<file path="src/rtl/word_assembler.sv">
// Groups tokenizer characters into whitespace-separated words of up to MAX_WORD bytes.
// Each character costs a request cycle and a capture cycle. While a word waits for its ack, no more characters are pulled.
module word_assembler #(
    parameter  int MAX_WORD = 16,
    localparam int WIDTH    = 8,
    localparam int LEN_BITS = $clog2(MAX_WORD + 1)
) (
    input  logic                      i_clk,
    input  logic                      i_rst,
    input  logic                      i_en,
    input  logic [WIDTH-1:0]          i_data,
    input  logic                      i_data_ready,
    input  logic                      i_wc,
    input  logic                      i_eol,
    output logic                      o_next,
    output logic [WIDTH*MAX_WORD-1:0] o_word,
    output logic [LEN_BITS-1:0]       o_word_len,
    output logic                      o_word_eol,
    output logic                      o_word_trunc,
    output logic                      o_word_valid,
    input  logic                      i_word_ack
);

    typedef enum logic [1:0] {IDLE, REQ, CAPTURE, EMIT} state_t;

    localparam logic [LEN_BITS-1:0] MAX_LEN = LEN_BITS'(MAX_WORD);

    state_t                      state, state_nxt;
    logic [WIDTH*MAX_WORD-1:0]   word_buf;
    logic [LEN_BITS-1:0]         count;
    logic                        trunc;
    logic                        eol_q;
    logic                        eol_sent;

    logic store, drop, emit, emit_eol, set_sent, clr_sent, clr_word;

    always_comb begin
        state_nxt = state;
        store     = 1'b0;
        drop      = 1'b0;
        emit      = 1'b0;
        emit_eol  = 1'b0;
        set_sent  = 1'b0;
        clr_sent  = 1'b0;
        clr_word  = 1'b0;
        case (state)
            IDLE: begin
                if (i_data_ready) begin
                    clr_sent  = 1'b1;
                    state_nxt = REQ;
                end
            end
            REQ: begin
                if (i_data_ready) begin
                    state_nxt = CAPTURE;
                end else if (count != '0 || !eol_sent) begin
                    // Line ran dry: close it exactly once, either with the pending word or a len-0 marker.
                    emit      = 1'b1;
                    emit_eol  = 1'b1;
                    set_sent  = 1'b1;
                    state_nxt = EMIT;
                end else begin
                    state_nxt = IDLE;
                end
            end
            CAPTURE: begin
                if (i_eol) begin
                    emit      = 1'b1;
                    emit_eol  = 1'b1;
                    set_sent  = 1'b1;
                    state_nxt = EMIT;
                end else if (i_wc) begin
                    if (count != '0) begin
                        emit      = 1'b1;
                        state_nxt = EMIT;
                    end else begin
                        state_nxt = REQ;
                    end
                end else begin
                    if (count < MAX_LEN) store = 1'b1;
                    else                 drop  = 1'b1;
                    state_nxt = REQ;
                end
            end
            EMIT: begin
                if (i_word_ack) begin
                    clr_word  = 1'b1;
                    state_nxt = REQ;
                end
            end
            default: state_nxt = IDLE;
        endcase
    end

    always_ff @(posedge i_clk or posedge i_rst) begin
        if (i_rst) begin
            state    <= IDLE;
            word_buf <= '0;
            count    <= '0;
            trunc    <= 1'b0;
            eol_q    <= 1'b0;
            eol_sent <= 1'b0;
        end else if (i_en) begin
            state <= state_nxt;
            if (store) begin
                for (int k = 0; k < MAX_WORD; k++) begin
                    if (count == LEN_BITS'(k)) word_buf[k*WIDTH +: WIDTH] <= i_data;
                end
                count <= count + 1'b1;
            end
            if (drop)     trunc    <= 1'b1;
            if (emit)     eol_q    <= emit_eol;
            if (set_sent) eol_sent <= 1'b1;
            if (clr_sent) eol_sent <= 1'b0;
            if (clr_word) begin
                word_buf <= '0;
                count    <= '0;
                trunc    <= 1'b0;
            end
        end
    end

    assign o_next       = (state == REQ) && i_data_ready && i_en;
    assign o_word       = word_buf;
    assign o_word_len   = count;
    assign o_word_eol   = eol_q;
    assign o_word_trunc = trunc;
    assign o_word_valid = (state == EMIT);

endmodule

</file>
<file path="config.mk">
export PLATFORM = sky130hd
export DESIGN_NAME = word_assembler
export DESIGN_NICKNAME = d
export VERILOG_FILES = /design/src/rtl/word_assembler.sv
export SDC_FILE = /design/constraint.sdc
export NUM_CORES = 1
export LEC_CHECK = 0
export ABC_AREA = 1
export CAP_MARGIN = 20
export CORE_MARGIN = 4
export CORE_UTILIZATION = 30
export CTS_BUF_LIST = sky130_fd_sc_hd__clkbuf_8
export DETAILED_ROUTE_END_ITERATION = 7
export SYNTH_ARGS = -nofsm -noshare
export SYNTH_HDL_FRONTEND = slang
export SYNTH_SLANG_ARGS = --single-unit
</file>
<file path="constraint.sdc">
create_clock -name i_clk -period 13.9 [get_ports i_clk]
set_input_delay 2.78 -clock i_clk [delete_from_list [all_inputs] [get_ports i_clk]]
set_output_delay 2.78 -clock i_clk [all_outputs]
set_load 0.01 [all_outputs]
</file>
==> summary.txt, run 1 <==
Synth
  – Ranking of synthesized cells by area: dfrtp_1 61%, nand2_1 12%, o21ai_1 9.9%, nand3_4 2.5%, o21ai_0 2.1%
  – Yosys top cell area share: 61.1%
  – Synth cell types: 28
  – Top cells by count, synth: 188 x nand2_1, 138 x dfrtp_1, 112 x o21ai_1
  – Yosys warning count: 0
  – Post-synthesis sequential area ratio: 61.1%
  – Top-count cell post-synth: nand2_1
  – Ys flop type: dfrtp_1
  – Synthesized Nets: 598
  – Post-Syn Area: 5650 um^2
  – Async SR Flop Fraction: 100%
  – Gate count after technology mapping: 574
  – Post-synth EDFFs: 0
  – Largest area contributor in the netlist: dfrtp_1
  – Syn Area/Cell: 9.85 um^2
  – #FFs+latches synth: approximately 140

Setup path
  – CP endpoint kind: primary output
  – Worst setup SP type: input pin
  – Crit Path Class: in -> out
  – CP max FO: 23
  – CP arrival: 4.47 ns
  – Worst Reg-to-Reg Cells: 4
  – Data required time at the worst endpoint: 11.12 ns

Layout
  – Multi-input logic area: 1900 um^2
  – Final nets: 740
  – Layout cell share with drive strength beyond 1: 7.96%
  – Sequential standard cell area: 3450 um^2
  – Final core occ: 42.1%
  – Filler cells: 1814
  – Non-filler instance count after layout: 958
  – Syn-to-layout area delta: 35.9%
  – Ant. Diodes: 0

Timing
  – Final Setup Violations: 0
  – RSZ-0062 raised after global routing: no
  – Final TNS setup: 0 ns
  – Crit path time final: 7.25 ns
  – Tcrit/Tclk final: 52.2%
  – Worst-Margin Slew: 0.986 ns
  – Max Freq: approximately 140 MHz
  – Max Clock Skew: 0.0106 ns
  – Relative slew slack: 34.1%
  – Final hold violation count: 0
  – Final Max Tran Viols: 0

Placed design
  – Input/output buffers: approximately 150
  – Placer congestion estimate: 0.790
  – Placed wire-length estimate: 10600 um
  – Placed cells: 926

Floorplan
  – # rows: 49
  – Die Wd: 145 um
  – Die height: 145 um
  – Initial core utilization: between 30 and 40%
  – Core area: 18300 um^2
  – Die area: between 20000 and 25000 um^2
  – I/O pins: 152

Global route
  – Vias in the first global route: 4393
  – GRT Total Usage: 15.5%
  – Initial antenna violation count: 0
  – Grt total ovfl: 0
  – Largest net degree at the start of global routing: 90
  – First-pass GRT wire length: 25700 um

Routing
  – WL/cell: 16.7 um
  – Vias post-DR: 4303
  – DRC violations left: 0
  – Vias per cell: 4.49
  – Antenna-violating nets left: 0
  – Number of DRC markers in iteration 0: roughly 200
  – Final WL: 16000 um
  – Pre-antenna DRT Iters: 4

CTS
  – Clk_lat worst skew: 0.44 ns
  – Clock transition at path regs: about 0.070 ns
  – CTS root buf: clkbuf_8
  – Bufs on Longest Clock Path: 2
  – Resized Gates After CTS: 0
  – Clock buffer count from CTS: 17
  – Htree depth: 4
  – CTS tree: done
  – CTS sink cnt: 138
  – Hold_buf cts: 0
  – Post-CTS Setup Inserts: 0

Power and ir drop
  – VDD IR-drop max: 0.0848 mV
  – Leak: between 3 and 4 nW
  – Power Density: 213 nW/um^2
  – Power, Total: 1.64 mW

Flow run
  – Maximum Capacitance Violations: 0

Outcome
  – Status: finished clean

Min path
  – Worst Hold Path Cells: 2
  – Hold WC Path Type: reg -> reg
[layer usage]
| metal | vias up | part of all wire [%] | GRT usage (%) |
|---|---|---|---|
| li1 | 2162 | - | - |
| met1 | 2017 | 46 | 20.2 |
| met2 | 114 | 46 | 24.7 |
| met3 | 10 | 7.1 | 5.58 |
| met4 | 0 | 0.86 | 4.23 |
| met5 | - | 0 | 0 |
[flip-flops by register name, indices dropped and copies added (netlist names)]
name and count:
eol_sent 1, o_word 128, o_word_eol 1, o_word_len 5, o_word_trunc 1, state 2
[power breakdown]
group	internal [mW]	total [mW]	switching [mW]
registers	0.546	0.640	0.0944
clock network	0.183	0.349	0.166
logic	0.333	0.646	0.313
[kinds of logic (layout without fill, tap and decap cells)]
logic type | count (synthesis) | after routing | synth area share, %
compound gates | 141 | 141 | 12.5
xor+xnor | 2 | 2 | 0.310
fa+ha+maj | 9 | 9 | 1.99
buf+inv | 56 | 211 | 5.38
flops | 138 | 138 | 61.1
simple gates | 228 | 228 | 18.7
[layout by cell type, fill, tap and decap left out, drive strengths merged, types with 3 or more instances in the layout]
master / n
clkbuf: 18
o21ai: 136
inv: 29
ha: 9
nor2: 11
nand2: 189
clkinv: 5
bufinv: 3
clkdlybuf4s50: 151
clkinvlp: 3
nand3: 21
a21oi: 3
dfrtp: 138
[critical path: stages]
cell	delay, ns
clkdlybuf4s50_1	0.45
buf_4	0.36
inv_1	0.13
nor3_1	0.19
clkdlybuf4s50_1	0.56
[cell type report]
cell class	instances	share of cell area (%)
Timing Repair Buffer	153	19.9
Clock inverter	14	2.25
Sequential cell	138	44.9
Inverter	26	1.34
Clock buffer	18	3.22
Multi-Input combinational cell	380	24.7
Tap cell	229	3.73
[worst paths after layout]
kind / startpoint / endpoint / slack, ns
worst max-delay path: i_en / o_next / 6.65
worst max register to register: state[0]$_DFFE_PP0P_ / o_word[22]$_DFFE_PP0P_ / 11.21
worst min-delay path: o_word[15]$_DFFE_PP0P_ / o_word[15]$_DFFE_PP0P_ / 0.49
worst min register to register: o_word[15]$_DFFE_PP0P_ / o_word[15]$_DFFE_PP0P_ / 0.49
min in group asynchronous: i_rst / o_word[97]$_DFFE_PP0P_ / 2.89
max in group asynchronous: i_rst / o_word_len[0]$_DFFE_PP0P_ / 9.86
[through the flow]
stage / hold slack, ns / setup slack, ns / instance area (um^2)
after global placement: 0.466 / 6.65 / 7260
final: 0.488 / 6.65 / 7680
after detailed placement: 0.473 / 6.63 / 7260
after CTS: 0.492 / 6.62 / 7680
after floorplan: 0.492 / 7.42 / 5650
after global routing: 0.513 / 6.59 / 7680
No activity file was read; power rests on OpenSTA's default activity.
==> inputs of run 2 (changes only) <==
Clock period 13.9 ns to 6.59 ns, I/O delays scaled along.
==> run 2 against run 1 <==
Effect of this change: critical path depth unchanged; largest power group unchanged; sequential power increased by 110%; via count increased by 1.9%; combinational power increased by 110%; critical path type unchanged; clock power increased by 100%; clock-buffer cell count increased by 3; setup slack got worse by 4.4 ns; cell count decreased by 0.21%; die area unchanged; routed wire length increased by 1.4%; clock skew decreased by 0.00056 ns; first-iteration DRC count increased by 14%.
==> summary.txt, run 2 (same netlist as run 1, synthesis figures left out) <==
Timing
  – Final Setup Violations: 0
  – Relative slew slack: roughly 34%
  – Max Freq: 231 MHz
  – RSZ-0062 raised after global routing: no
  – Final hold violation count: 0
  – Max Clock Skew: about 0.010 ns
  – Tcrit/Tclk final: around 66%
  – Final TNS setup: 0 ns
  – Crit path time final: roughly 4.3 ns
  – Final Max Tran Viols: 0
  – Worst-Margin Slew: about 0.99 ns
  – Hold WS: slightly below 0.5 ns

Setup path
  – CP endpoint kind: primary output
  – CP max FO: 23
  – Worst setup SP type: input pin
  – CP arrival: 3.01 ns
  – Reg2Reg Setup Slack: about 3.9 ns
  – Critical path's slowest cell: clkdlybuf4s50_1
  – Max stage delay on crit path: 0.56 ns
  – Crit Path Class: in -> out
  – Most used cell, CP: clkdlybuf4s50_1
  – Crit path cell chain: clkdlybuf4s50_1 > buf_4 > inv_1 > nor3_1 > clkdlybuf4s50_1
  – Data required time at the worst endpoint: 5.27 ns

Layout
  – Syn-to-layout area delta: 35.6%
  – Most common cell after layout, fill and taps aside: nand2_1
  – Ant. Diodes: 0
  – Final Cell Area: 7670 um^2
  – Filler cells: 1826
  – Max reg flops: about 130
  – Commonest cells after routing, fill and taps aside: 188 x nand2_1, 151 x clkdlybuf4s50_1, 138 x dfrtp_1
  – Final core occ: 42.0%
  – Layout cell share with drive strength beyond 1: 7.84%
  – Sequential standard cell area: between 3000 and 4000 um^2
  – Final nets: 740
  – Multi-input logic area: 1900 um^2
  – Non-filler instance count after layout: 956

CTS
  – CTS sink cnt: 138
  – Clock buffer count from CTS: 17
  – Hold_buf cts: 0
  – Clock transition at path regs: 0.07 ns
  – Clk_lat worst skew: between 0.4 and 0.5 ns
  – CTS tree: done
  – Post-CTS Setup Inserts: 0
  – Htree depth: 4
  – Bufs on Longest Clock Path: 2
  – Resized Gates After CTS: 0
  – CTS root buf: clkbuf_8

Floorplan
  – # rows: 49
  – Die height: ~150 um
  – Initial core utilization: 30.9%
  – Die Wd: 145 um
  – Die area: 21100 um^2
  – I/O pins: 152
  – Core area: 18300 um^2

Global route
  – Largest net degree at the start of global routing: 73
  – GRT Total Usage: 16.0%
  – Grt total ovfl: 0
  – First-pass GRT wire length: 26400 um
  – Vias in the first global route: 4526
  – Initial antenna violation count: 0

Routing
  – Vias per cell: 4.58
  – Pre-antenna DRT Iters: 4
  – DRC violations left: 0
  – Final WL: 16300 um
  – Number of DRC markers in iteration 0: 226
  – Vias post-DR: ~4.4k
  – WL/cell: about 17 um
  – Antenna-violating nets left: 0

Power and ir drop
  – P_int: 2.23 mW
  – VDD IR-drop max: 0.205 mV
  – Clock power frac: 20.8%
  – Reg power frac: 39.3%
  – Combinational Power Share: 39.9%
  – Power Density: about 450 nW/um^2
  – NetSw: between 1 and 1.5 mW
  – Net Sw Frac: 35.1%
  – Leak: between 3 and 4 nW

Min path
  – Hold WC Path Type: reg -> reg

Placed design
  – Placed wire-length estimate: 10800 um
  – Dpl cell area: 7260 um^2
  – Placer congestion estimate: 0.805
  – Input/output buffers: 151
  – Placed cells: between 900 and 1k

Flow run
  – Maximum Capacitance Violations: 0

Outcome
  – Status: finished clean
-- run 2: cell types whose count changed in the layout (fill, tap and decap cells not counted), sizes merged --
cell / change
inv: -1
clkinv: -3
bufinv: -1
clkbuf: +3
-- run 2: metrics by stage --
stage / power, mW / setup slack [ns]
2_1_floorplan: 1.96 / 1.58
3_3_place_gp: 2.73 / 2.25
3_5_place_dp: 2.75 / 2.24
4_1_cts: 3.49 / 2.24
5_1_grt: 3.69 / 2.14
6_report: 3.43 / 2.26
-- run 2: worst paths after layout --
check	start	endpoint	cells after the start
hold / removal	o_word[10]$_DFFE_PP0P_	o_word[10]$_DFFE_PP0P_	2
hold reg to reg	o_word[10]$_DFFE_PP0P_	o_word[10]$_DFFE_PP0P_	2
max in group asynchronous	i_rst	o_word[29]$_DFFE_PP0P_	3
min in group asynchronous	i_rst	o_word[12]$_DFFE_PP0P_	2
setup / recovery	i_en	o_next	5
setup reg to reg	state[1]$_DFFE_PP0P_	o_word[22]$_DFFE_PP0P_	4
-- run 2: metal layers --
layer,GRT usage (%),routed length [um]
met1,20.7,7460
met2,25.3,7520
met3,5.77,1060
met4,4.99,216
met5,0,0
-- run 2: final cells by class --
cell class,count,area share (%)
Inverter,26,1.34
Sequential cell,138,45.0
Clock inverter,9,1.48
Timing Repair Buffer,153,19.9
Multi-Input combinational cell,380,24.7
Tap cell,229,3.74
Clock buffer,21,3.77
-- run 2: worst max-delay path, delay by kind of cell --
family                 cells  cell delay [ns]
buffers and inverters      4             1.51
AND/OR/NAND/NOR            1             0.19
-- run 2: power groups by stage --
stage	Sequential, mW	Combinational (mW)	Clock [mW]
floorplan	1.48	0.485	0
global placement	1.36	1.37	0
detailed placement	1.36	1.39	0
CTS	1.35	1.40	0.739
global route	1.39	1.52	0.772
finish	1.35	1.37	0.714
